--- src/rtl/uart_pkg.sv ---
// Shared UART definitions: transmitter FSM states and baud arithmetic.
// Imported by both the TX and RX paths of the link.
package uart_pkg;

  typedef enum logic [1:0] {
    IDLE,
    START,
    DATA,
    STOP
  } tx_state_t;

  localparam int DATA_BITS = 8;

  // Clocks per bit, integer-truncated.
  function automatic int bit_cycles(input int clk_hz, input int baud);
    return clk_hz / baud;
  endfunction

endpackage

--- src/rtl/uart_tx_core_if.sv ---
// Byte write port of the UART transmitter: data/valid in, ready/overflow back.
interface uart_tx_core_if;

  logic [7:0] data_in;
  logic       valid;
  logic       ready;
  logic       overflow;

  modport master (output data_in, valid, input ready, overflow);
  modport slave  (input data_in, valid, output ready, overflow);

endinterface

--- src/rtl/uart_tx_fifo.sv ---
// Single-clock byte FIFO, first-word fall-through (rd_data shows the head
// entry combinationally). Push is ignored when full, pop when empty.
module uart_tx_fifo #(
  parameter int DEPTH = 16,
  parameter int CW    = $clog2(DEPTH + 1)
) (
  input  logic          clk,
  input  logic          rst,
  input  logic          push,
  input  logic [7:0]    wr_data,
  input  logic          pop,
  output logic [7:0]    rd_data,
  output logic          full,
  output logic          empty,
  output logic [CW-1:0] count
);

  localparam int AW = $clog2(DEPTH);

  if ((DEPTH < 2) || ((DEPTH & (DEPTH - 1)) != 0)) begin : g_bad_depth
    $error("uart_tx_fifo: DEPTH must be a power of 2 and >= 2");
  end

  logic [7:0]    mem [DEPTH];
  logic [AW-1:0] wr_ptr;
  logic [AW-1:0] rd_ptr;
  logic          do_push;
  logic          do_pop;

  assign full    = (count == CW'(DEPTH));
  assign empty   = (count == '0);
  assign do_push = push && !full;
  assign do_pop  = pop && !empty;
  assign rd_data = mem[rd_ptr];

  // Pointer and occupancy bookkeeping; pointers wrap naturally at DEPTH.
  // NOTE: state registers use non-blocking (<=) so every flop samples the
  // pre-edge values; blocking here would chain updates within one edge.
  always_ff @(posedge clk) begin
    if (rst) begin
      wr_ptr <= '0;
      rd_ptr <= '0;
      count  <= '0;
    end else begin
      if (do_push) wr_ptr <= wr_ptr + AW'(1);
      if (do_pop)  rd_ptr <= rd_ptr + AW'(1);
      case ({do_push, do_pop})
        2'b10:   count <= count + CW'(1);
        2'b01:   count <= count - CW'(1);
        default: count <= count;
      endcase
    end
  end

  // Storage write.
  // NOTE: the array is deliberately not reset; contents are only visible
  // through count, and a reset here would block mapping onto RAM.
  always_ff @(posedge clk) begin
    if (do_push) mem[wr_ptr] <= wr_data;
  end

endmodule

--- src/rtl/uart_tx_core.sv ---
// 8N1 UART transmitter, LSB first, fed from a byte FIFO so the command side
// can burst writes. Frames run back-to-back while the FIFO has data.
module uart_tx_core
  import uart_pkg::*;
#(
  parameter int CLK_FREQ_HZ = 72_000_000,
  parameter int BAUD_RATE   = 115_200,
  parameter int FIFO_DEPTH  = 16
) (
  input  logic                               clk,
  input  logic                               rst,
  uart_tx_core_if.slave                      bus,
  output logic                               tx,
  output logic                               busy,
  output logic [$clog2(FIFO_DEPTH + 1)-1:0]  fifo_count
);

  localparam int BIT_CYCLES = bit_cycles(CLK_FREQ_HZ, BAUD_RATE);
  localparam int BW         = (BIT_CYCLES < 2) ? 1 : $clog2(BIT_CYCLES);
  localparam int CW         = $clog2(FIFO_DEPTH + 1);
  localparam logic [BW-1:0] BAUD_LAST = BW'(BIT_CYCLES - 1);

  if (BIT_CYCLES < 2) begin : g_bad_baud
    $error("uart_tx_core: CLK_FREQ_HZ / BAUD_RATE must be >= 2");
  end

  tx_state_t     state;
  logic [BW-1:0] baud_cnt;
  logic [2:0]    bit_idx;
  logic [7:0]    shreg;
  logic          overflow_q;

  logic          fifo_full;
  logic          fifo_empty;
  logic          fifo_pop;
  logic [7:0]    fifo_rd;
  logic          baud_done;

  uart_tx_fifo #(
    .DEPTH (FIFO_DEPTH),
    .CW    (CW)
  ) u_fifo (
    .clk     (clk),
    .rst     (rst),
    .push    (bus.valid),
    .wr_data (bus.data_in),
    .pop     (fifo_pop),
    .rd_data (fifo_rd),
    .full    (fifo_full),
    .empty   (fifo_empty),
    .count   (fifo_count)
  );

  // ready comes from the registered count only, so a same-cycle pop never
  // opens a slot for a write into a full FIFO.
  assign bus.ready    = !fifo_full;
  assign bus.overflow = overflow_q;
  assign baud_done    = (baud_cnt == BAUD_LAST);

  // A new byte is taken when idle, or at the end of a stop bit so the next
  // start bit follows with no gap.
  assign fifo_pop = !fifo_empty &&
                    ((state == IDLE) || ((state == STOP) && baud_done));

  // Built only from flops, so it changes on the same edges as state/count.
  assign busy = (state != IDLE) || (fifo_count != '0);

  // One-cycle flag for a write that hit a full FIFO.
  always_ff @(posedge clk) begin
    if (rst) overflow_q <= 1'b0;
    else     overflow_q <= bus.valid && !bus.ready;
  end

  // Frame sequencer: start bit, 8 data bits LSB first, stop bit.
  always_ff @(posedge clk) begin
    if (rst) begin
      state    <= IDLE;
      tx       <= 1'b1;
      baud_cnt <= '0;
      bit_idx  <= '0;
      shreg    <= '0;
    end else begin
      case (state)
        IDLE: begin
          tx <= 1'b1;
          if (fifo_pop) begin
            shreg    <= fifo_rd;
            tx       <= 1'b0;
            baud_cnt <= '0;
            state    <= START;
          end
        end
        START: begin
          if (baud_done) begin
            baud_cnt <= '0;
            bit_idx  <= '0;
            tx       <= shreg[0];
            state    <= DATA;
          end else begin
            baud_cnt <= baud_cnt + BW'(1);
          end
        end
        DATA: begin
          if (baud_done) begin
            baud_cnt <= '0;
            if (bit_idx == 3'(DATA_BITS - 1)) begin
              tx    <= 1'b1;
              state <= STOP;
            end else begin
              bit_idx <= bit_idx + 3'd1;
              tx      <= shreg[bit_idx + 3'd1];
            end
          end else begin
            baud_cnt <= baud_cnt + BW'(1);
          end
        end
        STOP: begin
          if (baud_done) begin
            baud_cnt <= '0;
            if (fifo_pop) begin
              shreg <= fifo_rd;
              tx    <= 1'b0;
              state <= START;
            end else begin
              state <= IDLE;
            end
          end else begin
            baud_cnt <= baud_cnt + BW'(1);
          end
        end
        default: begin
          tx    <= 1'b1;
          state <= IDLE;
        end
      endcase
    end
  end

endmodule

--- src/flat_wrapper.sv ---
// flat-port wrapper written by rule: the top's interface ports become plain ports
module uart_tx_core_flat import uart_pkg::*;
#(
  parameter int CLK_FREQ_HZ = 72_000_000,
  parameter int BAUD_RATE   = 115_200,
  parameter int FIFO_DEPTH  = 16
)
  (clk, rst, tx, busy, fifo_count, bus_data_in, bus_valid, bus_ready, bus_overflow);
  uart_tx_core_if bus_i ();
  input  logic clk;
  input  logic rst;
  output logic tx;
  output logic busy;
  output logic [$clog2(FIFO_DEPTH + 1)-1:0] fifo_count;
  input wire logic [$bits(bus_i.data_in)-1:0] bus_data_in;
  input wire logic [$bits(bus_i.valid)-1:0] bus_valid;
  output wire logic [$bits(bus_i.ready)-1:0] bus_ready;
  output wire logic [$bits(bus_i.overflow)-1:0] bus_overflow;
  assign bus_i.data_in = bus_data_in;
  assign bus_i.valid = bus_valid;
  assign bus_ready = bus_i.ready;
  assign bus_overflow = bus_i.overflow;
  uart_tx_core #(.CLK_FREQ_HZ(CLK_FREQ_HZ), .BAUD_RATE(BAUD_RATE), .FIFO_DEPTH(FIFO_DEPTH)) u_core (.clk(clk), .rst(rst), .bus(bus_i), .tx(tx), .busy(busy), .fifo_count(fifo_count));
endmodule
--- config.mk ---
export PLATFORM = sky130hd
export DESIGN_NAME = uart_tx_core_flat
export DESIGN_NICKNAME = d
export VERILOG_FILES = /design/src/rtl/uart_pkg.sv /design/src/rtl/uart_tx_core_if.sv /design/src/rtl/uart_tx_fifo.sv /design/src/rtl/uart_tx_core.sv /design/src/flat_wrapper.sv
export SDC_FILE = /design/constraint.sdc
export NUM_CORES = 1
export LEC_CHECK = 0
export BUFFER_PORTS_ARGS = -buffer_cell sky130_fd_sc_hd__buf_2
export CAP_MARGIN = 10
export CORE_MARGIN = 4
export CORE_UTILIZATION = 46
export CTS_CLUSTER_DIAMETER = 80
export CTS_CLUSTER_SIZE = 16
export DETAILED_ROUTE_END_ITERATION = 16
export HOLD_SLACK_MARGIN = 0.03
export REMOVE_ABC_BUFFERS = 1
export SLEW_MARGIN = 10
export SYNTH_ARGS = -nofsm -noshare
export SYNTH_HDL_FRONTEND = slang
export SYNTH_SLANG_ARGS = --single-unit
--- constraint.sdc ---
create_clock -name clk -period 3.6 [get_ports clk]
set_input_delay 0 -clock clk [delete_from_list [all_inputs] [get_ports clk]]
set_output_delay 0 -clock clk [all_outputs]
set_load 0.03 [all_outputs]
# Word level (Yosys, flattened, before mapping)
# Memories as Yosys holds them, arrays and structs flattened. A register that Yosys moved wholly into a read port is not among the register bits.
# Index checks and enable logic that the tools add are counted.
[totals]
register_bits = 38
ram_bits = 128
in_bits = 11
out_inout_bits = 9
wordCells = 84
mem_count = 1
[classes]
addsub = 6
n_lt_le_gt_ge = 1
eq_ne = 15
muxes = 31
reduce_logical = 21
[memory_table]
columns = ["name", "words", "width", "rd", "rd_clocked_by_memory_dff", "wr", "line", "source"]
rows = [
  ["u_core.u_fifo.mem", 16, 8, 1, 1, 1, "uart_tx_fifo.sv:24", "logic [7:0] mem [DEPTH];"],
]
[ops]
columns = ["op", "n"]
rows = [
  ["10-bit 2-to-1 mux", 2],
  ["10-bit case mux with 2 select lines", 1],
  ["8-bit 2-to-1 mux", 2],
  ["8-bit case mux with 2 select lines", 1],
  ["10-bit by 1-bit adder with 10-bit output (second input constant)", 1],
  ["10-bit == test (second input constant)", 1],
  ["1-bit 2-to-1 mux", 10],
  ["2-bit 2-to-1 mux", 5],
  ["5-bit case mux with 2 select lines", 1],
  ["3-bit 2-to-1 mux", 3],
  ["4-bit by 1-bit adder with 4-bit output (second input constant)", 2],
  ["4-bit 2-to-1 mux", 2],
  ["2-bit by 1-bit != test with 1-bit output (second input constant)", 4],
  ["2-bit case mux with 4 select lines", 1],
  ["4-bit AND reduction", 2],
  ["2-bit nonzero test", 4],
  ["2-bit == test (second input constant)", 3],
  ["2-bit != test (second input constant)", 3],
  ["3-bit case mux with 2 select lines", 1],
  ["5-bit by 1-bit adder with 5-bit output (second input constant)", 1],
  ["5-bit == test (second input constant)", 1],
  ["1-bit logical AND", 5],
  ["5-bit logical NOT", 1],
  ["5-bit AND reduction", 1],
  ["13 further kinds", 16],
]

# Longest topological paths before layout
[logic_depth]
word_depth = 7
depth_mapped = 13

# Hierarchy
# From an unflattened synthesis, not the netlist that was laid out.
[unflattened]
cells_unflattened = 462
hier_area_um2 = 7368.3
[by_module_without_submodules]
columns = ["module", "n_inst", "cells_each", "area_per_inst_um2", "seq_area_each_um2"]
rows = [
  ["uart_tx_fifo", 1, 305, 5974.5, 4184.0],
  ["uart_tx_core", 1, 157, 1393.8, 500.5],
]

# Worst setup path before layout
# OpenSTA, ideal clock, no wires.
[synth_timing]
path_type = "register to register"
startpoint = "register u_core.u_fifo.count[1]"
endpoint = "register u_core.u_fifo.count[4]"
setup_time_ns = 0.123
t_arrival_ns = 2.942
required_time_ns = 3.477
slack_ns = 0.535
stages_incl_launch_ff = 12
path_buffers = 2
synth_period_minus_slack_ns = 3.065
path_cell_list = "dfxtp_1 > clkbuf_1 > nor4_4 > a21oi_1 > inv_1 > ha_1 > clkbuf_1 > a211o_1 > nor4b_1 > o31ai_1 > a31oi_1 > mux2_1"
[synth_via]
elab_chain_len = 6
elab_cells_between_ends = 13
cone_classes = "add/sub (2); eq/ne (3); mux (1); reduce/logical (7)"
[synth_rtl]
columns = ["item", "line", "source"]
rows = [
  ["start: declaration", "uart_tx_fifo.sv:15", "output logic [CW-1:0] count"],
  ["start signal: assignment", "uart_tx_fifo.sv:48", "2'b10: count <= count + CW'(1);"],
  ["start signal: assignment", "uart_tx_fifo.sv:49", "2'b01: count <= count - CW'(1);"],
  ["start signal: assignment", "uart_tx_fifo.sv:50", "default: count <= count;"],
  ["5-bit logical NOT", "uart_tx_fifo.sv:31", "assign empty = (count == '0);"],
  ["1-bit logical NOT", "uart_tx_fifo.sv:33, uart_tx_core.sv:62", ""],
  ["1-bit logical AND", "uart_tx_core.sv:62", "assign fifo_pop = !fifo_empty &&"],
  ["1-bit logical AND", "uart_tx_fifo.sv:33", "assign do_pop = pop && !empty;"],
  ["2-bit by 1-bit == test with 1-bit output / 2-bit == test (equally long branches)", "uart_tx_fifo.sv:47", "case ({do_push, do_pop})"],
  ["5-bit case mux with 2 select lines / 2-bit nonzero test (equally long branches)", "n/a", ""],
]
# Several ways; a longest one is shown, not always the timed one.
# A chain may end at the register's enable or synchronous reset.

# Worst setup path in the final report
# Ends and elaborated chain as after synthesis.

==> metrics.md <==
| Metric | Value |
|---|---|
| Critical Path RT | `~3.9 ns` |
| Clk_skew | `just under 0.01 ns` |
| Area of the multi-input gates | `roughly 2400 µm²` |
| Largest net degree at the start of global routing | `45` |
| # IOs | `20` |
| Total track usage | `between 10% and 20%` |
| Ys async rst share | `0%` |
| Clock Latency Late Sink | `approximately 0.43 ns` |
| Synth area leader | `edfxtp_1` |
| Worst-case clock buffer depth | `2` |
| Crit path launch type | `flip-flop` |
| Row count | `45` |
| First-pass GRT wire length | `between 20 and 25 mm` |
| Post-synthesis instance area | `7204 µm²` |
| CTS tree | `done` |
| Fmax | `between 300 and 400 MHz` |
| CTS Buf Count | `17` |
| Vias per cell | `around 5.6` |
| Die Span X | `133.1 µm` |
| Cell with the most instances after synthesis | `edfxtp_1` |
| Synth warn | `0` |
| CP Data Arrival Time | `between 3 and 4 ns` |
| # nets final | `between 500 and 600` |
| Initial Utilization | `between 40% and 50%` |
| R2R cell count | `9` |
| Int Pwr | `between 4 and 5 mW` |
| Outcome | `finished, final reports clean` |
| Flop pwr share | `roughly two fifths` |
| Antenna cells | `0` |
| Endpoint class of the critical path | `flip-flop` |
| Post-synthesis sequential area ratio | `between 60 and 70%` |
| Max-cap violations | `0` |
| Worst hold stages | `2` |
| Pwr Total | `about 6 mW` |
| Logic gate share of total power | `between 20 and 30%` |
| Total die area | `roughly 18000 µm²` |
| Largest cells by area after synthesis | `edfxtp_1 53%, mux4_2 13%, dfxtp_1 12%` |
| Period minus WS final | `between 3 and 4 ns` |
| Switch share | `31.65%` |
| Mean Syn Cell Area | `about 15 µm²` |
| Slew @ Worst Pin | `about 0.92 ns` |
| Clock share of power | `31.5%` |
| Period utilization | `between 80% and 90%` |
| CP Max Fanout | `10` |
| Post-synth cell types | `just over 60` |
| Number of synthesized register bits | `170` |
| Final setup violation count | `0` |
| Slew headroom | `38.22%` |
| IO buf count | `19` |
| # clock sinks | `170` |
| Critical path type | `flip-flop to flip-flop` |
| Post-synth top area share | `about 53%` |
| Pwr/cell area | `between 700 and 800 nW/µm²` |
| Share of layout cells above drive strength 1 | `around 23%` |
| Vias | `a little over 4000` |
| Avg WL per Cell | `approximately 19 µm` |
| FILL cells | `roughly 1200` |
| Final slew viol count | `0` |
| Clk root buf | `clkbuf_16` |
| Post-route setup TNS | `0 ns` |
| GPL Wtd Cong | `approximately 0.81` |
| Core area | `15260 µm²` |
| Antenna violations before repair | `0` |
| Post-DP HPWL | `just over 9 mm` |
| Post-CTS Setup Repair Bufs | `0` |
| Final Hold Viols | `0` |
| Worst-path clk slew | `about 0.07 ns` |
| First-pass DRT Iterations | `4` |
| H-tree depth | `4` |
| Drt initial violations | `255` |
| RSZ-0062 raised after global routing | `no` |
| # DRC | `0` |
| Antenna-violating nets left | `0` |
| Die height | `133.1 µm` |
| Hold WC Path Type | `input port to flip-flop` |
| Leakage | `between 2 and 3 nW` |
| Seq. cell area | `~4700 µm²` |
| Overflow after GRT | `0` |
| P&R area growth vs syn | `14.88%` |
| Top post-synthesis cells by count | `128 x edfxtp_1, 49 x nor2_1, 42 x dfxtp_1, 42 x mux4_2, 21 x a21oi_1` |
| Post-Syn Instances | `roughly 470` |
| Vias in the first global route | `around 4000` |
| Maximum vdd ir drop | `~0.00046 V` |
| WL final | `roughly 14 mm` |
| Synth Flop Type | `edfxtp_1` |
| Post-synth EDFFs | `approximately 130` |
| P_sw | `around 1.9 mW` |
registers in the layout, indices dropped and copies added, names as in the netlist, named ones only:
register              cells
u_core.u_fifo.wr_ptr      4
u_core.u_fifo.rd_ptr      4
u_core.state              2
u_core.bus.overflow       1
u_core.bit_idx            3
u_core.u_fifo.mem       128
u_core.tx                 1
u_core.shreg              8
u_core.u_fifo.count       5
u_core.baud_cnt          10
worst max-delay path, cell delays in order, from the launching register on:
cell and delay, ns:
dfxtp_1 0.56, nor4_4 0.10, a21oi_1 0.62, inv_1 0.10, ha_1 0.31, a211o_1 0.34
nor4b_1 0.29, o31ai_1 0.11, a31oi_1 0.15, mux2_1 0.34
power by group through the flow:
stage,combinational [mW],sequential (mW),clock (mW)
global route,1.87,2.43,2.01
floorplan,1.16,2.51,0
detailed placement,1.69,2.45,0
CTS,1.71,2.41,1.92
global placement,1.66,2.44,0
finish,1.69,2.40,1.88
layout make-up:
class                      count  area share (%)
clock inverter                15           2.298
timing repair buffer          43           3.749
sequential                   170           56.61
tap                          211           3.190
inverter                      11          0.4989
clock buffer                  17           5.140
multi-input combinational    257           28.51
kinds of logic after synthesis:
kind of cell	synth area share [%]
flip-flops	65.02
AND/OR/NAND/NOR	7.937
AO/OA/AOI/OAI	5.940
multiplexers	15.13
buffers and inverters	2.223
adder cells (fa/ha/maj)	2.779
XOR/XNOR	0.9725
worst paths after layout:
| path | start | end | slack [ns] |
|---|---|---|---|
| worst max-delay path | u_core.u_fifo.count[1]$_SDFFE_PP0P_ | u_core.u_fifo.count[4]$_SDFFE_PP0P_ | 0.56 |
| worst min-delay path | rst | u_core.u_fifo.wr_ptr[0]$_SDFFE_PP0P_ | 0.14 |
| worst max register to register | u_core.u_fifo.count[1]$_SDFFE_PP0P_ | u_core.u_fifo.count[4]$_SDFFE_PP0P_ | 0.56 |
| worst min register to register | u_core.bit_idx[2]$_SDFFE_PP0P_ | u_core.bit_idx[2]$_SDFFE_PP0P_ | 0.47 |
per-stage QoR:
step	hold slack, ns	worst slack [ns]	cells	util (%)	cell area [µm²]
floorplan	0.06907	0.3548	438	-	7086
global placement	0.3351	0.6668	683	49.62	7571
detailed placement	0.3353	0.5836	683	49.62	7571
CTS	0.1451	0.5794	724	54.24	8277
global route	0.1796	0.2494	724	54.24	8277
finish	0.1427	0.5612	724	54.24	8277
metal layers:
metal | up-vias | part of all wire [%] | GRT usage (%)
li1 | 1883 | - | -
met1 | 2072 | 46 | 23.63
met2 | 59 | 49 | 26.72
met3 | 18 | 3.2 | 4.418
met4 | 0 | 1.6 | 5.143
met5 | - | 0 | 0
cell usage in the layout, fill, tap and decap left out, types with 2 or more instances in the layout:
master | synthesis | routed
a41oi_1 | 2 | 2
o31ai_1 | 2 | 2
nand3_1 | 3 | 3
and2_1 | 2 | 2
bufinv_16 | 0 | 2
xnor2_1 | 4 | 4
clkinv_4 | 0 | 2
and3_1 | 6 | 6
dlygate4sd3_1 | 0 | 9
a31o_2 | 2 | 2
a31oi_1 | 4 | 4
a22oi_1 | 2 | 2
a21oi_1 | 21 | 21
inv_8 | 0 | 5
mux2i_1 | 11 | 11
mux4_2 | 42 | 42
nor2b_1 | 2 | 2
xor2_1 | 4 | 4
dfxtp_1 | 42 | 41
nor3b_1 | 3 | 3
buf_2 | 4 | 19
nor3_1 | 7 | 7
buf_4 | 0 | 14
a2bb2oi_1 | 2 | 2
ha_1 | 16 | 16
inv_1 | 11 | 11
mux2_2 | 2 | 2
or4_1 | 2 | 2
edfxtp_1 | 128 | 128
a311oi_1 | 2 | 2
nand2_1 | 20 | 20
nand2b_1 | 4 | 4
o21ai_0 | 12 | 12
inv_6 | 0 | 4
clkbuf_16 | 0 | 17
nand4_1 | 4 | 4
nor2_1 | 49 | 49
repair_timing:
| action | 4_1_cts | 5_1_grt |
|---|---|---|
| hold endpoints to repair | 129 | 0 |
| resized for setup | 0 | 0 |
| hold buffers | 9 | 0 |
Note: power is estimated with default switching activity, not from simulation.
